<file path="src/rtl/store_write_buffer.sv">
// Store write buffer: aligns stores into 64-bit lanes with a byte strobe, queues them
// in a small FIFO and drains them to the data-memory write port. Supports flush and hazard lookup.
module store_write_buffer #(
  parameter int DEPTH  = 4,
  parameter int ADDR_W = 64,
  localparam int PW    = $clog2(DEPTH),
  localparam int CW    = PW + 1
) (
  input  logic              clk_i,
  input  logic              rst_ni,
  input  logic              st_valid_i,
  output logic              st_ready_o,
  input  logic [ADDR_W-1:0] st_addr_i,
  input  logic [63:0]       st_data_i,
  input  logic [1:0]        st_size_i,
  output logic              mem_wvalid_o,
  input  logic              mem_wready_i,
  output logic [ADDR_W-1:0] mem_waddr_o,
  output logic [63:0]       mem_wdata_o,
  output logic [7:0]        mem_wmask_o,
  input  logic [ADDR_W-1:0] ld_addr_i,
  output logic              ld_hazard_o,
  input  logic              flush_req_i,
  output logic              flush_done_o,
  output logic              misalign_err_o,
  output logic [CW-1:0]     count_o
);

  // state | meaning
  // IDLE  | accepting stores
  // DRAIN | flush in progress, stores blocked until the FIFO empties
  // DONE  | flush complete, flush_done pulses for this cycle
  typedef enum logic [1:0] {S_IDLE, S_DRAIN, S_DONE} state_e;

  state_e            state_q, state_d;
  logic [PW-1:0]     wr_ptr_q, wr_ptr_d, rd_ptr_q, rd_ptr_d;
  logic [CW-1:0]     count_q, count_d;
  logic              misalign_q;
  logic [ADDR_W-1:0] addr_q [DEPTH];
  logic [63:0]       data_q [DEPTH];
  logic [7:0]        mask_q [DEPTH];

  logic [2:0]  off;
  logic [7:0]  lane_mask, st_mask;
  logic [63:0] data_lo, st_wdata;
  logic        misalign, push, push_wr, pop;

  always_comb begin
    off = st_addr_i[2:0];
    case (st_size_i)
      2'd0: begin
        lane_mask = 8'h01;
        data_lo   = {56'b0, st_data_i[7:0]};
        misalign  = 1'b0;
      end
      2'd1: begin
        lane_mask = 8'h03;
        data_lo   = {48'b0, st_data_i[15:0]};
        misalign  = off[0];
      end
      2'd2: begin
        lane_mask = 8'h0F;
        data_lo   = {32'b0, st_data_i[31:0]};
        misalign  = |off[1:0];
      end
      default: begin
        lane_mask = 8'hFF;
        data_lo   = st_data_i;
        misalign  = |off;
      end
    endcase
    st_mask  = lane_mask << off;
    st_wdata = data_lo << {off, 3'b000};
  end

  assign push    = st_valid_i && st_ready_o;
  assign push_wr = push && !misalign;
  assign pop     = mem_wvalid_o && mem_wready_i;

  always_comb begin
    wr_ptr_d = push_wr ? wr_ptr_q + 1'b1 : wr_ptr_q;
    rd_ptr_d = pop ? rd_ptr_q + 1'b1 : rd_ptr_q;
    case ({push_wr, pop})
      2'b10:   count_d = count_q + CW'(1);
      2'b01:   count_d = count_q - CW'(1);
      default: count_d = count_q;
    endcase
  end

  always_ff @(posedge clk_i or negedge rst_ni) begin
    if (!rst_ni) begin
      state_q    <= S_IDLE;
      wr_ptr_q   <= '0;
      rd_ptr_q   <= '0;
      count_q    <= '0;
      misalign_q <= 1'b0;
    end else begin
      state_q    <= state_d;
      wr_ptr_q   <= wr_ptr_d;
      rd_ptr_q   <= rd_ptr_d;
      count_q    <= count_d;
      misalign_q <= push && misalign;
    end
  end

  // Payload storage needs no reset; validity is tracked by count_q alone.
  always_ff @(posedge clk_i) begin
    if (push_wr) begin
      addr_q[wr_ptr_q] <= {st_addr_i[ADDR_W-1:3], 3'b000};
      data_q[wr_ptr_q] <= st_wdata;
      mask_q[wr_ptr_q] <= st_mask;
    end
  end

  always_comb begin
    state_d = state_q;
    case (state_q)
      S_IDLE:  if (flush_req_i) state_d = (count_q == '0 && !push_wr) ? S_DONE : S_DRAIN;
      S_DRAIN: if (count_q == '0) state_d = S_DONE;
      default: state_d = S_IDLE;
    endcase
  end

  always_comb begin
    st_ready_o   = (count_q != CW'(DEPTH)) && (state_q == S_IDLE);
    flush_done_o = (state_q == S_DONE);
  end

  assign mem_wvalid_o   = (count_q != '0);
  assign mem_waddr_o    = addr_q[rd_ptr_q];
  assign mem_wdata_o    = data_q[rd_ptr_q];
  assign mem_wmask_o    = mask_q[rd_ptr_q];
  assign misalign_err_o = misalign_q;
  assign count_o        = count_q;

  // The head is excluded while it is leaving, since that store is already committed.
  logic [PW-1:0] idx;
  always_comb begin
    idx         = rd_ptr_q;
    ld_hazard_o = push_wr && (st_addr_i[ADDR_W-1:3] == ld_addr_i[ADDR_W-1:3]);
    for (int k = 0; k < DEPTH; k++) begin
      idx = rd_ptr_q + PW'(k);
      if ((CW'(k) < count_q) && !(k == 0 && pop) &&
          (addr_q[idx][ADDR_W-1:3] == ld_addr_i[ADDR_W-1:3]))
        ld_hazard_o = 1'b1;
    end
  end

endmodule

</file>
<file path="config.mk">
export PLATFORM = sky130hd
export DESIGN_NAME = store_write_buffer
export DESIGN_NICKNAME = d
export VERILOG_FILES = /design/src/rtl/store_write_buffer.sv
export SDC_FILE = /design/constraint.sdc
export NUM_CORES = 1
export LEC_CHECK = 0
export CORE_MARGIN = 4
export CORE_UTILIZATION = 52
export CTS_BUF_LIST = sky130_fd_sc_hd__clkbuf_16
export DETAILED_ROUTE_END_ITERATION = 6
export GPL_TIMING_DRIVEN = 1
export PLACE_DENSITY = 0.78
export SYNTH_ARGS = -nofsm -noshare
export SYNTH_HDL_FRONTEND = slang
export SYNTH_SLANG_ARGS = --single-unit
</file>
<file path="constraint.sdc">
create_clock -name clk_i -period 4.6 [get_ports clk_i]
set_input_delay 0.46 -clock clk_i [delete_from_list [all_inputs] [get_ports clk_i]]
set_output_delay 0.46 -clock clk_i [all_outputs]
set_load 0.005 [all_outputs]
</file>
# Word-level counts from Yosys, hierarchy flattened
# Memory sizes are Yosys's and may differ from the RTL's.
# Index checks and enable logic that the tools add are counted.
# totals
elab_cells,71
memories,3
register_bits,10
mem_bits_rw,532
out_inout_bits,144
# op_classes
eq_ne,14
n_reduce_logical,23
magnitude_cmp,4
addsub,6
muxes,14
shifts,2
# mem_list
memory,depth,width,rd,rd_clocked_by_memory_dff,wr,line_no,rtl
data_q,4,64,1,0,1,40,logic [63:0] data_q [DEPTH];
addr_q,4,61,4,0,1,39,logic [ADDR_W-1:0] addr_q [DEPTH];
mask_q,4,8,1,0,1,41,logic [7:0] mask_q [DEPTH];
# op_table
cell,count
$eq A61 B61 Y1,5
$pmux W64 S3,1
$shl A64 B6 Y64,1
$pmux W8 S3,1
$logic_and A1 B1 Y1,12
$shl A8 B3 Y8,1
$eq A2 B1 Y1 const B,3
$eq A2 B2 Y1 const B,3
$lt A1 B3 Y1 const A,2
$lt A2 B3 Y1 const A,2
$mux W1,6
$mux W2,3
$pmux W3 S2,1
$add A2 B1 Y2 const B,2
$add A2 B2 Y2 const B,2
$logic_not A2 Y1,2
$ne A2 B2 Y1 const B,2
$pmux W2 S2,1
$add A3 B1 Y3 const B,1
$logic_not A1 Y1,3
$logic_not A3 Y1,1
$ne A3 B3 Y1 const B,1
$pmux W1 S3,1
$reduce_bool A3 Y1,1
5 further kinds,5

# Logic depth before layout (Yosys ltp)
# Gate-level depths: netlist (run 1).
# depth
word_depth,9
depth_mapped,14

# Least setup slack after synthesis (run 1)
# Ideal clock, no wire load.
# synth_timing
kind,input to register
from,in st_size_i[0]
to,"mem addr_q[0][0] (netlist bit), enable pin"
arrival_ps,4844
setup_time_ps,508
path_buffers,3
setup_slack_ps,-752
stages,7
cell_sequence,clkbuf_1 or2_2 clkbuf_1 a22oi_1 nor2b_1 clkbuf_1 and2_1
# synth_via
elab_chain_len,6
# synth_rtl
element,line_no,rtl
from (decl),15,"input logic [1:0] st_size_i,"
"$eq A2 B2 Y1, or another cell as far along",50,case (st_size_i)
$pmux W1 S3 (*),50,
$logic_not A1 Y1 (*),77,assign push_wr = push && !misalign;
$logic_and A1 B1 Y1 (*),77,
$mux W1 (*),108,if (push_wr) begin
$mux W1 (implied by the code) (*),109,"addr_q[wr_ptr_q] <= {st_addr_i[ADDR_W-1:3], 3'b000};"
to (decl),39,
# Mark *: on every way between the ends. The rest lies on a longest branch, timed or not.

# Worst setup path in the final report (run 1)
# layout_timing
from,reg rd_ptr_q[0]
to,out ld_hazard_o
# layout_via
elab_chain_len,7
# layout_rtl
element,line_no,rtl
from (decl),36,"logic [PW-1:0] wr_ptr_q, wr_ptr_d, rd_ptr_q, rd_ptr_d;"
from (signal assigned),100,rd_ptr_q <= rd_ptr_d;
$add A2 B1 Y2 or $mem_v2 Z4 W61 (tied branches),-,
$mem_v2 Z4 W61 (*),-,
$eq A61 B61 Y1 or $logic_and A1 B1 Y1 (tied branches),"144, 143",
$logic_and A1 B1 Y1 or $mux W1 (tied branches),143,if ((CW'(k) < count_q) && !(k == 0 && pop) &&
$mux W1 (2 in a row),143,
$mux W1 (*),143,
to (decl),22,"output logic ld_hazard_o,"
# Marks and branches as above.

==> flow_metrics.tcl, run 1 <==
set metrics [dict create \
    outcome "finished clean" \
    place_hpwl_mm 85.0 \
    clkPwrFrac_pct 21.2 \
    grt_setup_unrepaired "no" \
    ctsHoldBuffers 0 \
    critical_path.slowest_cell "mux4_2" \
    cp_common_cell "nand4_1" \
    antenna_found_initial 4 \
    cp_num_buf_inv 4 \
    crit_chain "buf_12 -> buf_12 -> mux4_2 -> xnor2_1 -> buf_4 -> nand4_1 -> a2111o_1 -> a211oi_1 -> nand4_1 -> or4_1 -> nand4_1 -> clkbuf_2" \
    syn-cell-area_um2 29700 \
    synth_cell_types 71 \
    core_area_um2 56500 \
    area_growth_pct 23.9 \
    grt_pass1_vias 21800 \
    internal_power_mw 13.4 \
    setup_ws_ps 36.0 \
    avgSynthCellArea_um2 14.3 \
    grt_first_pass_wirelength_mm 157 \
    wl_per_cell_um 33.9 \
    p_leak_nw 12.6 \
    drcViolationCount 0 \
    slowest_delay_ps 530 \
    grt_util_met3_pct 6.40 \
    p_sw_mw 7.67 \
    dr.pass1.iters 6 \
    cts.clk_slew.worst_paths_ps 60 \
    comb_power_share_pct 50.5 \
    cts_tree "done" \
    insertion_delay_ps 640 \
    numPortBuffers 336 \
    synth-main-ff-cell "edfxtp_1" \
    startpoint_type "register" \
    setup_viol 0 \
    hp-class "input port to register" \
    dieArea_um2 61100 \
    drv_cap 0 \
    drt-total-wl_mm 112 \
    layout.nets 2702 \
    min_period_ps 4560 \
    htreeDepth 2 \
    grt_overflow 0 \
    cpLargestDelayFamily "simple AND/OR/NAND/NOR gates" \
    swShare_pct 36.4 \
    numCtsBuffers 55 \
    yosysWarnings 0 \
    busiest_layer "met2" \
    clock_skew_ps 34.9 \
    clock-root-buffer "clkbuf_16" \
    gp_congestion 1.11 \
    crit_type "register to primary output" \
    cp.arrival_ps 4100 \
    synth-edff-count 532 \
    nFillCells 4038 \
    chipHeight_um 247 \
    slew_headroom_pct 13.7 \
    vias 21700 \
    cts_sinks 542 \
    ys_seq_area_share_pct 54.6 \
    hold_viol 0 \
    ir_drop_uv 480 \
    fmax_ghz 0.219 \
    setup_tns_ps 0 \
    drt_iter0_drc 2651 \
    die_w_um 247 \
    pin_count 343 \
    slew_viol_final 0 \
    cp-end-kind "primary output" \
    power.density_nw_per_um2 572 \
    ys_ff_latch 542 \
    grt_max_degree 80 \
    clock_path_buffers 3 \
    grt_use_met2_pct 58.5 \
    p_seq_share_pct 28.3 \
    start_util_pct 52.6 \
    via_per_inst 6.59 \
    grt_usage_pct 36.3 \
    tightest_slew_ps 1280 \
    synthCells 2077 \
    met1_usage_pct 47.1 \
    rows 87 \
    finalCritPeriodShare_pct 99.2 \
    synthArstFlopShare_pct 1.85 \
    post-place-ws_ps 173 \
    ant_nets 0 \
    worstPathRequired_ps 4140 \
    drive_gt1_share_pct 21.5 \
    crit_path_max_fanout 14 \
]
[kinds of logic after synthesis]
family | after synthesis | share of synthesized area, %
fa+ha+maj | 9 | 0.379
mux | 436 | 22.2
flops | 542 | 54.6
compound gates | 308 | 6.83
simple gates | 361 | 5.97
xor+xnor | 222 | 6.54
buf+inv | 198 | 3.47
other cells | 1 | 0.0126
[metrics by stage]
stage | instances | instance area, µm² | util [%] | hold slack, ps | power [mW]
finish | 3294 | 36900 | 65.2 | 217 | 21.1
global route | 3292 | 36800 | 65.2 | 193 | 21.8
CTS | 3292 | 36800 | 65.1 | 183 | 21.0
detailed placement | 3182 | 34700 | 61.4 | 573 | 16.1
global placement | 3182 | 34700 | 61.4 | 558 | 16.1
floorplan | 2079 | 29800 | - | 164 | 11.8
[per-layer routing]
metal  wire length [µm]  vias up
li1                   -     9052
met1              40800    10900
met2              52800     1429
met3              10600      286
met4               7600        6
met5                 37        -
[layout by cell type (no fill, tap or decap), types with 15 or more instances in the layout]
| cell type | netlist | layout |
|---|---|---|
| clkbuf_16 | 0 | 56 |
| xnor2_1 | 169 | 169 |
| nand2_1 | 65 | 65 |
| nand4_1 | 45 | 45 |
| o21ai_0 | 54 | 53 |
| a22oi_1 | 20 | 20 |
| xor2_1 | 53 | 53 |
| clkdlybuf4s50_1 | 0 | 333 |
| a221oi_1 | 29 | 27 |
| nand3_1 | 19 | 19 |
| mux2i_2 | 1 | 18 |
| o22ai_1 | 32 | 32 |
| buf_4 | 13 | 168 |
| buf_12 | 3 | 16 |
| mux2i_1 | 207 | 190 |
| nor4_1 | 26 | 25 |
| edfxtp_1 | 532 | 532 |
| mux4_2 | 171 | 171 |
| nor2b_1 | 18 | 18 |
| inv_1 | 24 | 34 |
| a21oi_1 | 91 | 90 |
| nor3_1 | 15 | 15 |
| nor2_1 | 131 | 131 |
| mux2_2 | 53 | 53 |
[path summary, 6_finish.rpt]
| check | cells after the start | slack (ps) | from | to |
|---|---|---|---|---|
| min in group asynchronous | 1 | 250 | rst_ni | count_o[1] |
| max in group asynchronous | 1 | 3860 | rst_ni | rd_ptr_q[0] |
| setup / recovery | 12 | 40 | rd_ptr_q[0] | ld_hazard_o |
| hold reg to reg | 2 | 590 | state_q[1] | state_q[0] |
| setup reg to reg | 8 | 1140 | count_o[0] | data_q[1][45] |
| hold / removal | 3 | 220 | st_addr_i[0] | misalign_err_o |
[power groups by stage]
stage / sequential, mW / combinational (mW) / clock, mW
CTS: 5.97 / 10.5 / 4.51
detailed placement: 6.11 / 10.0 / 0
finish: 5.97 / 10.6 / 4.47
global route: 5.99 / 11.0 / 4.74
floorplan: 5.97 / 5.82 / 0
global placement: 6.08 / 10.0 / 0
[flip-flops by register name (all words and copies together) (netlist names)]
register / flops
misalign_err_o: 1
addr_q: 244
mask_q: 32
rd_ptr_q: 2
data_q: 256
state_q: 2
wr_ptr_q: 2
count_o: 3
[synthesized netlist by cell type, types with 29 or more instances]
master / n / area share, %
clkbuf_1: 91 / 1.1
nand4_1: 45 / 0.95
mux2_2: 53 / 2.0
mux4_2: 171 / 13
a221oi_1: 29 / 0.85
nor2_1: 131 / 1.7
nand2_1: 65 / 0.82
xnor2_1: 169 / 5.0
edfxtp_1: 532 / 54
o21ai_0: 54 / 0.91
buf_2: 29 / 0.49
a21oi_1: 91 / 1.5
xor2_1: 53 / 1.6
o22ai_1: 32 / 0.67
mux2i_1: 207 / 7.0
[layout make-up]
type	instances	area (µm²)	area share, %
Antenna cell	2	5.00	0.0136
Clock buffer	56	1400	3.80
Clock inverter	43	388	1.05
Inverter	26	98.8	0.268
Multi-Input combinational cell	1339	12600	34.3
Sequential cell	542	16200	44.0
Tap cell	756	946	2.57
Timing Repair Buffer	530	5140	13.9
[worst reg2reg max path, stage by stage, from the launching register on]
cell	delay, ps
dfrtp_1	500
inv_1	130
ha_1	240
a211oi_1	630
nand2_1	150
nor2b_1	160
buf_4	260
and2_4	570
buf_12	430
[repair_timing]
item | in CTS | in global routing
hold endpoints to repair | 0 | 0
buffers inserted | 8 | 0
pin swaps | 6 | 3
gates resized for setup | 28 | 15
endpoints found under the setup margin | 1 | 1
cloned | 3 | 0
Power figures use the tool's default switching activity.
==> inputs of run 2 (changes only) <==
--- a/config.mk
+++ b/config.mk
@@ -7,7 +7,6 @@
 export LEC_CHECK = 0
 export CORE_MARGIN = 4
 export CORE_UTILIZATION = 52
-export CTS_BUF_LIST = sky130_fd_sc_hd__clkbuf_16
 export DETAILED_ROUTE_END_ITERATION = 6
 export GPL_TIMING_DRIVEN = 1
 export PLACE_DENSITY = 0.78
==> run 2 against run 1 <==
The run now ends with DRC left. Critical path depth is the same. Design area is essentially flat. Count of clock-buffer cells in the layout grew 11. Hold slack gained 1.1 ps. Critical path type unchanged. Largest power group unchanged.
==> flow_metrics.tcl, run 2 (synthesis gave the netlist of run 1 again) <==
set metrics [dict create \
    stdcell_count 3295 \
    startpoint_type "register" \
    dr.pass1.iters 7 \
    cp_common_cell "buf_4" \
    start_util_pct 52.6 \
    place_hpwl_mm 85.0 \
    holdPathStages 3 \
    setup_tns_ps 0 \
    finalHoldWorstSlack_ps 218 \
    htreeDepth 2 \
    numPortBuffers 336 \
    min_period_ps 4570 \
    numCtsBuffers 55 \
    tightest_slew_ps 1270 \
    design_area_um2 36900 \
    nFillCells 4036 \
    slowest_delay_ps 560 \
    reg2reg_depth 8 \
    core_area_um2 56500 \
    finalCritPeriodShare_pct 99.4 \
    final_cell_mix "edfxtp_1, clkdlybuf4s50_1, mux2i_1" \
    cp.arrival_ps 4110 \
    cts.clk_slew.worst_paths_ps 60 \
    outcome "finished, violations left" \
    cts_sinks 542 \
    power.total_mw 21.1 \
    fmax_ghz 0.219 \
    slew_viol_final 0 \
    critical_path.slowest_cell "or4_1" \
    ctsHoldBuffers 0 \
    die_w_um 247 \
    antenna_found_initial 4 \
    reg_top3 "data_q: 256 flops, addr_q: 244 flops, mask_q: 32 flops" \
    crit_type "register to primary output" \
    p_seq_share_pct 28.3 \
    p_sw_mw 7.66 \
    power.density_nw_per_um2 573 \
    top_register "data_q" \
    grt_pass1_vias 21900 \
    setup_viol 0 \
    via_per_inst 6.63 \
    grt_overflow 0 \
    crit_chain "buf_12 -> buf_4 -> buf_4 -> buf_4 -> mux2i_2 -> a221o_1 -> o21ai_2 -> nand4_1 -> or4_1 -> or4_1 -> nand4_1 -> clkbuf_2" \
    hold_viol 0 \
    violations "DRC" \
    ir_drop_uv 482 \
    layout.nets 2702 \
    rows 87 \
    grt_setup_unrepaired "no" \
    slew_headroom_pct 14.3 \
    drv_cap 0 \
    clock_skew_ps 36.3 \
    area_growth_pct 24.0 \
    internal_power_mw 13.5 \
    vias 21900 \
    worstPathRequired_ps 4140 \
    cts_tree "done" \
    chipHeight_um 247 \
    grt_first_pass_wirelength_mm 157 \
    drt_iter0_drc 2709 \
    hp-class "input port to register" \
    postPlaceCellArea_um2 34700 \
    wl_per_cell_um 33.9 \
    clock_path_buffers 3 \
    drive_gt1_share_pct 21.5 \
    dieArea_um2 61100 \
    insertion_delay_ps 640 \
    ant_nets 0 \
    clkPwrFrac_pct 21.3 \
    mostFrequentLayoutCell "edfxtp_1" \
    grt_usage_pct 36.3 \
    comb_power_share_pct 50.4 \
    grt_max_degree 80 \
    clock-root-buffer "clkbuf_16" \
    drt-total-wl_mm 112 \
    dp_cells 3182 \
    cp-end-kind "primary output" \
    gp_congestion 1.11 \
    largest_reg_flops 256 \
    swShare_pct 36.3 \
    crit_path_max_fanout 9 \
    p_leak_nw 12.6 \
    drcViolationCount 2 \
    pin_count 343 \
]
## run 2: cell types whose count changed in the layout (fill, tap and decap cells not counted), sizes merged
cell    delta
inv       -10
clkinv     -1
diode      +1
clkbuf    +11
## run 2: power by group through the flow
stage / combinational [mW] / sequential (mW) / clock (mW)
floorplan: 5.82 / 5.97 / 0
global placement: 10.0 / 6.08 / 0
detailed placement: 10.0 / 6.11 / 0
CTS: 10.5 / 5.97 / 4.55
global route: 11.0 / 5.99 / 4.78
finish: 10.6 / 5.97 / 4.51
## run 2: area by class of cell
type	count	area, µm²	area share [%]
inverters	26	98.8	0.268
clock inverters	32	347	0.940
repair buffers	530	5140	13.9
clock buffers	67	1450	3.94
multi-input cells	1339	12600	34.3
flip-flops and latches	542	16200	44.0
diodes	3	7.51	0.0204
well taps	756	946	2.57
## run 2: critical path, delay by kind of cell, from the launching register on
kind	cells	cell delay, ps
AND/OR/NAND/NOR	4	1430
buffers and inverters	5	820
AO/OA/AOI/OAI	2	570
flip-flops	1	500
multiplexers	1	180
## run 2: what timing repair did
item	CTS	global route
setup buffers	8	0
gates resized for setup	28	15
gates cloned	3	0
endpoints found under the setup margin	1	1
pin swaps	6	3
## run 2: stage by stage
| step | setup WS [ps] | utilization (%) |
|---|---|---|
| 5_1_grt | 14.0 | 65.2 |
| 6_report | 25.4 | 65.3 |
| 4_1_cts | 34.2 | 65.2 |
| 3_3_place_gp | 203 | 61.4 |
| 2_1_floorplan | 718 | - |
| 3_5_place_dp | 173 | 61.4 |
## run 2: final timing paths
kind                               from              to  slack [ps]
min                        st_addr_i[0]  misalign_err_o         220
max in group asynchronous        rst_ni     rd_ptr_q[1]        3860
max reg2reg                  count_o[0]   data_q[1][45]        1140
max                         rd_ptr_q[0]     ld_hazard_o          30
min reg2reg                  state_q[1]      state_q[0]         590
min in group asynchronous        rst_ni     rd_ptr_q[0]         240
## run 2: layer usage
| metal | share of wire (%) | vias up | global-route usage, % |
|---|---|---|---|
| met5 | 0.033 | - | 0 |
| met1 | 37 | 11100 | 47.1 |
| met4 | 7.0 | 6 | 20.0 |
| met3 | 8.9 | 301 | 6.40 |
| met2 | 47 | 1426 | 58.5 |
| li1 | - | 9046 | - |
